--- src/rtl/alu_arbiter.sv ---
// alu_arbiter: shares one combinational ALU between two requesters.
// Round-robin grant, one operation in flight, and a response register
// that holds result/flags/tag until the consumer takes them.
module alu_arbiter #(
    parameter int WIDTH = 32,
    parameter int TAG_W = 4
) (
    input  logic             clk,
    input  logic             reset,

    input  logic             req0_valid,
    output logic             req0_ready,
    input  logic [3:0]       req0_ctrl,
    input  logic             req0_carry,
    input  logic [WIDTH-1:0] req0_a,
    input  logic [WIDTH-1:0] req0_b,
    input  logic [TAG_W-1:0] req0_tag,

    input  logic             req1_valid,
    output logic             req1_ready,
    input  logic [3:0]       req1_ctrl,
    input  logic             req1_carry,
    input  logic [WIDTH-1:0] req1_a,
    input  logic [WIDTH-1:0] req1_b,
    input  logic [TAG_W-1:0] req1_tag,

    output logic [WIDTH-1:0] alu_srca,
    output logic [WIDTH-1:0] alu_srcb,
    output logic [3:0]       alu_ctrl,
    output logic             alu_carry,
    input  logic [WIDTH-1:0] alu_result,
    input  logic [3:0]       alu_flags,

    output logic             rsp_valid,
    input  logic             rsp_ready,
    output logic             rsp_id,
    output logic [TAG_W-1:0] rsp_tag,
    output logic [WIDTH-1:0] rsp_result,
    output logic [3:0]       rsp_flags
);

    typedef enum logic [1:0] {
        IDLE = 2'd0,
        EXEC = 2'd1,
        RESP = 2'd2
    } state_t;

    state_t state;
    logic   last_grant;

    // Operand registers feeding the ALU during EXEC
    logic [3:0]       ctrl_p1;
    logic             carry_p1;
    logic [WIDTH-1:0] a_p1;
    logic [WIDTH-1:0] b_p1;

    logic             grant;
    logic             open;
    logic             accept;
    logic [3:0]       sel_ctrl;
    logic             sel_carry;
    logic [WIDTH-1:0] sel_a;
    logic [WIDTH-1:0] sel_b;
    logic [TAG_W-1:0] sel_tag;

    // Grant: a lone requester always wins; a tie goes to the port that lost last time
    always_comb begin
        grant = req1_valid;
        if (req0_valid && req1_valid) begin
            grant = ~last_grant;
        end
        open       = (state == IDLE) || ((state == RESP) && rsp_ready);
        accept     = open && (req0_valid || req1_valid);
        req0_ready = open && !grant;
        req1_ready = open && grant;
        sel_ctrl   = grant ? req1_ctrl  : req0_ctrl;
        sel_carry  = grant ? req1_carry : req0_carry;
        sel_a      = grant ? req1_a     : req0_a;
        sel_b      = grant ? req1_b     : req0_b;
        sel_tag    = grant ? req1_tag   : req0_tag;
    end

    // The ALU sees the operand registers at all times; only EXEC uses the answer
    assign alu_ctrl  = ctrl_p1;
    assign alu_carry = carry_p1;
    assign alu_srca  = a_p1;
    assign alu_srcb  = b_p1;

    // Control FSM plus operand/response capture; reset drops any in-flight op
    always_ff @(posedge clk) begin
        if (!reset) begin
            state      <= IDLE;
            rsp_valid  <= 1'b0;
            last_grant <= 1'b1;
            ctrl_p1    <= '0;
            carry_p1   <= 1'b0;
            a_p1       <= '0;
            b_p1       <= '0;
            rsp_id     <= 1'b0;
            rsp_tag    <= '0;
            rsp_result <= '0;
            rsp_flags  <= '0;
        end else begin
            case (state)
                IDLE: begin
                    if (accept) begin
                        state <= EXEC;
                    end
                end
                EXEC: begin
                    rsp_result <= alu_result;
                    rsp_flags  <= alu_flags;
                    rsp_valid  <= 1'b1;
                    state      <= RESP;
                end
                RESP: begin
                    if (rsp_ready) begin
                        rsp_valid <= 1'b0;
                        state     <= accept ? EXEC : IDLE;
                    end
                end
                default: begin
                    state     <= IDLE;
                    rsp_valid <= 1'b0;
                end
            endcase

            // accept is only possible in IDLE or in RESP while the response drains,
            // so rsp_id/rsp_tag never change under a held response
            if (accept) begin
                ctrl_p1    <= sel_ctrl;
                carry_p1   <= sel_carry;
                a_p1       <= sel_a;
                b_p1       <= sel_b;
                rsp_id     <= grant;
                rsp_tag    <= sel_tag;
                last_grant <= grant;
            end
        end
    end

endmodule

--- config.mk ---
export PLATFORM = sky130hd
export DESIGN_NAME = alu_arbiter
export DESIGN_NICKNAME = d
export VERILOG_FILES = /design/src/rtl/alu_arbiter.sv
export SDC_FILE = /design/constraint.sdc
export NUM_CORES = 1
export LEC_CHECK = 0
export ABC_CLOCK_PERIOD_IN_PS = 2500
export BUFFER_PORTS_ARGS = -buffer_cell sky130_fd_sc_hd__buf_2
export CORE_AREA = 2 2 115 117
export CTS_CLUSTER_DIAMETER = 120
export DETAILED_ROUTE_END_ITERATION = 8
export DIE_AREA = 0 0 117 119
export GPL_TIMING_DRIVEN = 0
export PLACE_DENSITY = 0.76
export SLEW_MARGIN = 5
export SYNTH_ARGS = -nofsm -noshare
export SYNTH_HDL_FRONTEND = slang
export SYNTH_SLANG_ARGS = --single-unit
--- constraint.sdc ---
create_clock -name clk -period 2.5 [get_ports clk]
set_input_delay 0.625 -clock clk [delete_from_list [all_inputs] [get_ports clk]]
set_output_delay 0.625 -clock clk [all_outputs]
set_load 0.01 [all_outputs]
# == Yosys cells after proc, flatten, opt, wreduce, memory -nomap -nowiden ==
# Cells that the tools add are included.
# W data, S select, Z words.
# word_totals
register_bits,114
inputBits,187
# op_classes
muxes,12
n_reduce_logical,11
eq_ne,4
bitwise,2
# ops
op,n
$mux W32,2
$mux W4,2
$pmux W2 S3,1
$logic_and A1 B1 Y1,5
$mux W1,4
$mux W2,2
$ne A2 B2 Y1 const B,2
$reduce_and A2 Y1,2
$pmux W1 S3,1
$eq A2 B1 Y1 const B,1
$eq A2 B2 Y1 const B,1
$logic_not A2 Y1,1
$logic_or A1 B1 Y1,2
$not A1 Y1,2
$logic_not A1 Y1,1

# == Depth between registers and ports, before layout ==
# Gate-level depths: netlist (run 1).
# logic_depth
depth_word,7
mapped_depth,5
depth_no_buf,3

# == Least setup slack after synthesis (run 1) ==
# Ideal clock, no wire load.
# synth_path
path_type,input to output
from,input req1_valid
to,output req0_ready
path_stages,4
slack_ps,542
arrival_ps,1333
path_cell_list,a21bo_2 > buf_6 > buf_4 > and3_1
# synth_via
elab_chain_cells,4
# synth_lines
element,line,rtl
from (decl),19,"input logic req1_valid,"
$logic_and A1 B1 Y1,69,if (req0_valid && req1_valid) begin
$mux W1 (*),69,
$logic_not A1 Y1 (*),74,req0_ready = open && !grant;
$logic_and A1 B1 Y1 (*),74,
to (decl),12,"output logic req0_ready,"
# Mark *: on every way between the ends. The rest lies on a longest branch, timed or not.

# == Worst setup path after layout (run 1) ==
# Ends and elaborated chain as after synthesis.

==> impl_metrics.tcl, run 1 <==
set metrics [dict create \
    status "complete, no violations" \
    drv_cap 0 \
    crit_top_cell "buf_2" \
    drt_iter0_drc 229 \
    cpLargestDelayFamily "buffers and inverters" \
    grt_usage 0.227 \
    hold_buffers 0 \
    antenna_found_initial 0 \
    path_clk_slew_ns 0.05 \
    ioPinCount 300 \
    numCtsBuffers 17 \
    reg2reg_from "last_grant$_SDFFE_PN1P_" \
    slew_violations 0 \
    synth.net_count 712 \
    yosys.area.top_type "dfxtp_1" \
    crit_slowest_cell "a21bo_2" \
    post-cts-setup-buffers 0 \
    grt_busiest_layer "met2" \
    routed_wl_um 16100 \
    ys_ff_latch 114 \
    final_common_cell "buf_2" \
    met2_usage 0.380 \
    hold_violations 0 \
    synth-edff-count 0 \
    core_area_um2 12900 \
    cts_root_buffer "clkbuf_16" \
    cp.buffers_inverters 4 \
    die_y_um 119 \
    powerDensity_nw_per_um2 766 \
    drt-pass1-iter-count 4 \
    endpoint_kind "primary output" \
    grt_pass1_vias 4993 \
    period_minus_slack_ns 2.35 \
    die_w_um 117 \
    max_stage_delay_ns 0.28 \
    synth.area.top_cells "dfxtp_1 43%, a221oi_2 20%, o32ai_1 12%" \
    ys_warn_count 0 \
    rows 42 \
    min-delay-start "alu_result[1]" \
    start_kind "primary input" \
    die_area_um2 13900 \
    crit_chain "buf_2 > a21bo_2 > buf_6 > buf_4 > and3_1 > buf_2" \
    htree_levels 4 \
    leakage_nw 3.50 \
    utilization 0.593 \
    place_congestion 0.806 \
    max-vdd-ir-drop_v 0.000540 \
    ys_seq_area_frac 0.431 \
    synthArstFlopShare 0 \
    grt_max_degree 17 \
    drive_above_1_share 0.525 \
    worstSkewPairLatency_ns 0.42 \
    multi_input_area_um2 2310 \
    final_area_um2 7640 \
    nFillCells 1173 \
    relSlewSlack 0.521 \
    worstPathMaxFanout 10 \
    grt-ovfl-total 0 \
    final_cell_mix "321 x buf_2, 114 x dfxtp_1, 75 x inv_1" \
    route.vias.total 5259 \
    start_util 0.412 \
    grt_setup_unrepaired "no" \
    critPathKind "in2out" \
    fin_skew_ns 0.00645 \
    synth_top_cell_area_share 0.431 \
    ys_types 27 \
    synth-main-ff-cell "dfxtp_1" \
    hp-class "in2reg" \
    setup_viol 0 \
    startpoint "req1_valid" \
    gr-usage-met1 0.258 \
    cts_resized 0 \
    cp_data_required_time_ns 1.88 \
    max_freq_mhz 426 \
    synth_cells 525 \
    syn_avg_cell_area_um2 10.1 \
    cts_buffer_depth 2 \
    crit_arrival_ns 1.72 \
    areaGrowthSynthToFinish_pct 44.1 \
    placed_cell_area_um2 7020 \
    drc_errors 0 \
    holdWs_ns 0.441 \
    hpwl_um 12200 \
    routedWlPerCell_um 15.6 \
    cts.sinks 114 \
    n_antenna_cell 0 \
    postRouteAntennaNets 0 \
    cts_tree "done" \
    totalNegativeSetupSlack_ns 0 \
    worst_pin_slew_ns 0.718 \
    portBuffers 299 \
    viasPerCell 5.10 \
    nets 1030 \
    grt_pass1_wl_um 24500 \
    synth_area_um2 5300 \
    grtUsageMet3 0.0885 \
    regArea_um2 2280 \
    fin_crit_sh 0.940 \
]
==> Yosys cell counts, types with 2 or more instances <==
master	instances
a21oi_1	37
a221oi_1	3
a221oi_2	70
and3_1	2
buf_2	22
buf_4	6
buf_6	7
buf_8	7
clkbuf_1	16
dfxtp_1	114
inv_1	75
nand2_1	74
nor2_1	4
o21ai_0	2
o32ai_1	74
==> sequential cells by signal, indices dropped and copies added (netlist names) <==
signal,cells
alu_srcb,32
rsp_id,1
alu_srca,32
rsp_valid,1
alu_carry,1
rsp_flags,4
last_grant,1
rsp_result,32
alu_ctrl,4
state,2
rsp_tag,4
==> cell families after synthesis <==
logic type / share of synthesized area
simple gates: 0.0661
compound gates: 0.370
flops: 0.431
buf+inv: 0.134
==> area by class of cell <==
cell class / count / share of cell area
Timing Repair Buffer: 299 / 0.196
Buffer: 59 / 0.0549
Inverter: 77 / 0.0378
Clock inverter: 9 / 0.0167
Tap cell: 176 / 0.0288
Sequential cell: 114 / 0.299
Clock buffer: 22 / 0.0647
Multi-Input combinational cell: 275 / 0.302
==> worst paths after layout <==
| path | endpoint | slack (ns) | depth (start not counted) |
|---|---|---|---|
| worst max-delay path | req0_ready | 0.15 | 6 |
| worst min-delay path | rsp_result[1]$_SDFFE_PN0P_ | 0.44 | 3 |
| worst max register to register | alu_srca[21]$_SDFFE_PN0P_ | 1.08 | 5 |
| worst min register to register | rsp_result[17]$_SDFFE_PN0P_ | 0.45 | 2 |
==> routing by layer <==
| metal | vias to the layer above | wire length [µm] |
|---|---|---|
| met2 | 221 | 7700 |
| li1 | 2602 | - |
| met3 | 29 | 1500 |
| met5 | - | 0 |
| met1 | 2407 | 6630 |
| met4 | 0 | 308 |
==> worst register-to-register path, cell delays in order, from the launching register on <==
cell	delay, ns
dfxtp_1	0.36
a21bo_2	0.24
buf_6	0.19
buf_4	0.19
o32ai_1	0.13
a221oi_2	0.23
==> report_power, final <==
group          internal, mW  leakage, nW  switching [mW]  total, mW
clock network          1.69        0.300           0.831       2.52
registers              2.00        0.944          0.0867       2.09
logic                 0.562         2.25           0.685       1.25
==> stage by stage <==
stage          power (mW)  cells  setup WS, ns
2_1_floorplan        2.90    525         0.542
3_3_place_gp         3.36   1000         0.126
3_5_place_dp         3.38   1000         0.118
4_1_cts              5.90   1031         0.101
5_1_grt              6.10   1031        0.0609
6_report             5.85   1031         0.151
Note: power is estimated with default switching activity, not from simulation.
==> run 2: changes to the inputs <==
--- a/config.mk
+++ b/config.mk
@@ -5,6 +5,7 @@
 export SDC_FILE = /design/constraint.sdc
 export NUM_CORES = 1
 export LEC_CHECK = 0
+export ABC_AREA = 1
 export ABC_CLOCK_PERIOD_IN_PS = 2500
 export BUFFER_PORTS_ARGS = -buffer_cell sky130_fd_sc_hd__buf_2
 export CORE_AREA = 2 2 115 117
@@ -12,7 +13,8 @@
 export DETAILED_ROUTE_END_ITERATION = 8
 export DIE_AREA = 0 0 117 119
 export GPL_TIMING_DRIVEN = 0
-export PLACE_DENSITY = 0.76
+export PLACE_DENSITY = 0.8
+export RECOVER_POWER = 50
 export SLEW_MARGIN = 5
 export SYNTH_ARGS = -nofsm -noshare
 export SYNTH_HDL_FRONTEND = slang
==> run 2 against run 1 <==
Compared with the run above: utilization is 3.6 points higher; worst setup slack better by 0.032 ns; non-clock buffer count is 5 higher; cell area is 6.0% higher; worst hold slack worse by 0.0017 ns; combinational power is 5% higher; global-route usage is 3.2 points higher; largest cell class unchanged.
==> impl_metrics.tcl, run 2 <==
set metrics [dict create \
    status "complete, no violations" \
    postRouteAntennaNets 0 \
    drv_cap 0 \
    endpoint_kind "primary output" \
    ys_ff_latch 114 \
    synth_common_cells "293 x nor2_1, 153 x nand2_1, 151 x inv_1" \
    final_cell_mix "294 x nor2_1, 262 x buf_2, 153 x inv_1, 153 x nand2_1, 149 x nand3_1" \
    relSlewSlack 0.586 \
    min-delay-start "alu_result[22]" \
    portBuffers 298 \
    place_congestion 0.867 \
    drive_above_1_share 0.238 \
    routedWlPerCell_um 12.5 \
    worstPathMaxFanout 10 \
    antenna_found_initial 2 \
    cts_resized 0 \
    r2r_slack_ns 0.58 \
    power_mw 5.97 \
    fin_crit_sh 0.927 \
    cts_tree "done" \
    final_area_um2 8100 \
    synth.net_count 1158 \
    start_kind "primary input" \
    grt_setup_unrepaired "no" \
    max-vdd-ir-drop_v 0.000576 \
    core_area_um2 12900 \
    worst_pin_slew_ns 0.618 \
    startpoint "req0_valid" \
    critPathKind "in2out" \
    grt_pass1_vias 6049 \
    route.vias.total 6885 \
    viasPerCell 4.66 \
    leakage_nw 4.55 \
    cts_root_buffer "clkbuf_16" \
    synth-main-ff-cell "dfxtp_1" \
    reg2reg_from "state[0]$_SDFFE_PN0P_" \
    synth.area.top_cells "dfxtp_1 39%, nor2_1 19%, nand3_1 13%" \
    setup_viol 0 \
    die_y_um 119 \
    htree_levels 4 \
    layout.cells.non_filler 1477 \
    routed_wl_um 18500 \
    ys_warn_count 0 \
    yosys.area.top_type "dfxtp_1" \
    synth-edff-count 0 \
    synthArstFlopShare 0 \
    dp.cells 1445 \
    die_w_um 117 \
    synth.most_common_cell "nor2_1" \
    numCtsBuffers 17 \
    nets 1475 \
    cts_buffer_depth 2 \
    ys_types 19 \
    worstSkewPairLatency_ns 0.41 \
    ys_seq_area_frac 0.389 \
    areaGrowthSynthToFinish_pct 38.0 \
    synth_area_um2 5870 \
    grt_usage 0.258 \
    synth_top_cell_area_share 0.389 \
    post-cts-setup-buffers 0 \
    hp-class "in2reg" \
    syn_avg_cell_area_um2 6.04 \
    period_minus_slack_ns 2.32 \
    cp_data_required_time_ns 1.88 \
    ioPinCount 300 \
    hold_buffers 0 \
    cts.sinks 114 \
    fin_skew_ns 0.00508 \
    grt_max_degree 17 \
    final_common_cell "nor2_1" \
    grt_pass1_wl_um 28200 \
    synth_cells 971 \
    max_freq_mhz 432 \
    drt-pass1-iter-count 4 \
    drc_errors 0 \
    powerDensity_nw_per_um2 737 \
    totalNegativeSetupSlack_ns 0 \
    rows 42 \
    hpwl_um 13800 \
    crit_arrival_ns 1.69 \
    slew_violations 0 \
    placed_cell_area_um2 7580 \
    grt-ovfl-total 0 \
    start_util 0.456 \
    die_area_um2 13900 \
    drt_iter0_drc 399 \
    hold_violations 0 \
    path_clk_slew_ns 0.06 \
]
-- run 2: final timing paths --
check / end / cells past startpoint
setup / recovery: req1_ready / 7
hold / removal: rsp_result[22]$_SDFFE_PN0P_ / 3
setup reg to reg: rsp_flags[2]$_SDFFE_PN0P_ / 6
hold reg to reg: rsp_id$_SDFFE_PN0P_ / 2
-- run 2: where the power goes --
part           leakage (nW)  total [mW]  switching [mW]  internal [mW]
clock                 0.295        2.53           0.826           1.71
combinational          3.31        1.31           0.798          0.515
sequential            0.945        2.12           0.102           2.02
-- run 2: routing by layer --
| layer | routed length, µm | vias up | GRT usage |
|---|---|---|---|
| li1 | - | 3544 | - |
| met1 | 7540 | 2983 | 0.308 |
| met2 | 8720 | 315 | 0.433 |
| met3 | 1680 | 43 | 0.0712 |
| met4 | 565 | 0 | 0.109 |
| met5 | 0 | - | 0 |
-- run 2: critical path, cell delays in order --
cell and delay [ns]:
buf_2 0.12, a21oi_2 0.16, buf_4 0.21, buf_4 0.21, nand2_1 0.11, inv_1 0.11, buf_2 0.14
-- run 2: kinds of logic after synthesis --
| family | synth area share |
|---|---|
| DFF | 0.389 |
| AOI/OAI and AO/OA | 0.0367 |
| buffers and inverters | 0.159 |
| and+or+nand+nor | 0.415 |
-- run 2: metrics by stage --
stage          hold WS (ns)  worst slack [ns]  utilization
6_report              0.440             0.183        0.629
5_1_grt               0.438            0.0543        0.629
4_1_cts               0.427             0.169        0.637
3_5_place_dp          0.457             0.175        0.589
3_3_place_gp          0.451             0.166        0.589
2_1_floorplan         0.471             0.564            -
-- run 2: cell type report --
| class | count | area, µm² |
|---|---|---|
| sequential | 114 | 2280 |
| multi-input combinational | 637 | 2640 |
| buffer | 65 | 339 |
| tap | 176 | 220 |
| timing repair buffer | 298 | 1420 |
| fill | 1272 | 4780 |
| antenna | 1 | 2.50 |
| clock buffer | 21 | 460 |
| clock inverter | 10 | 158 |
| inverter | 155 | 582 |
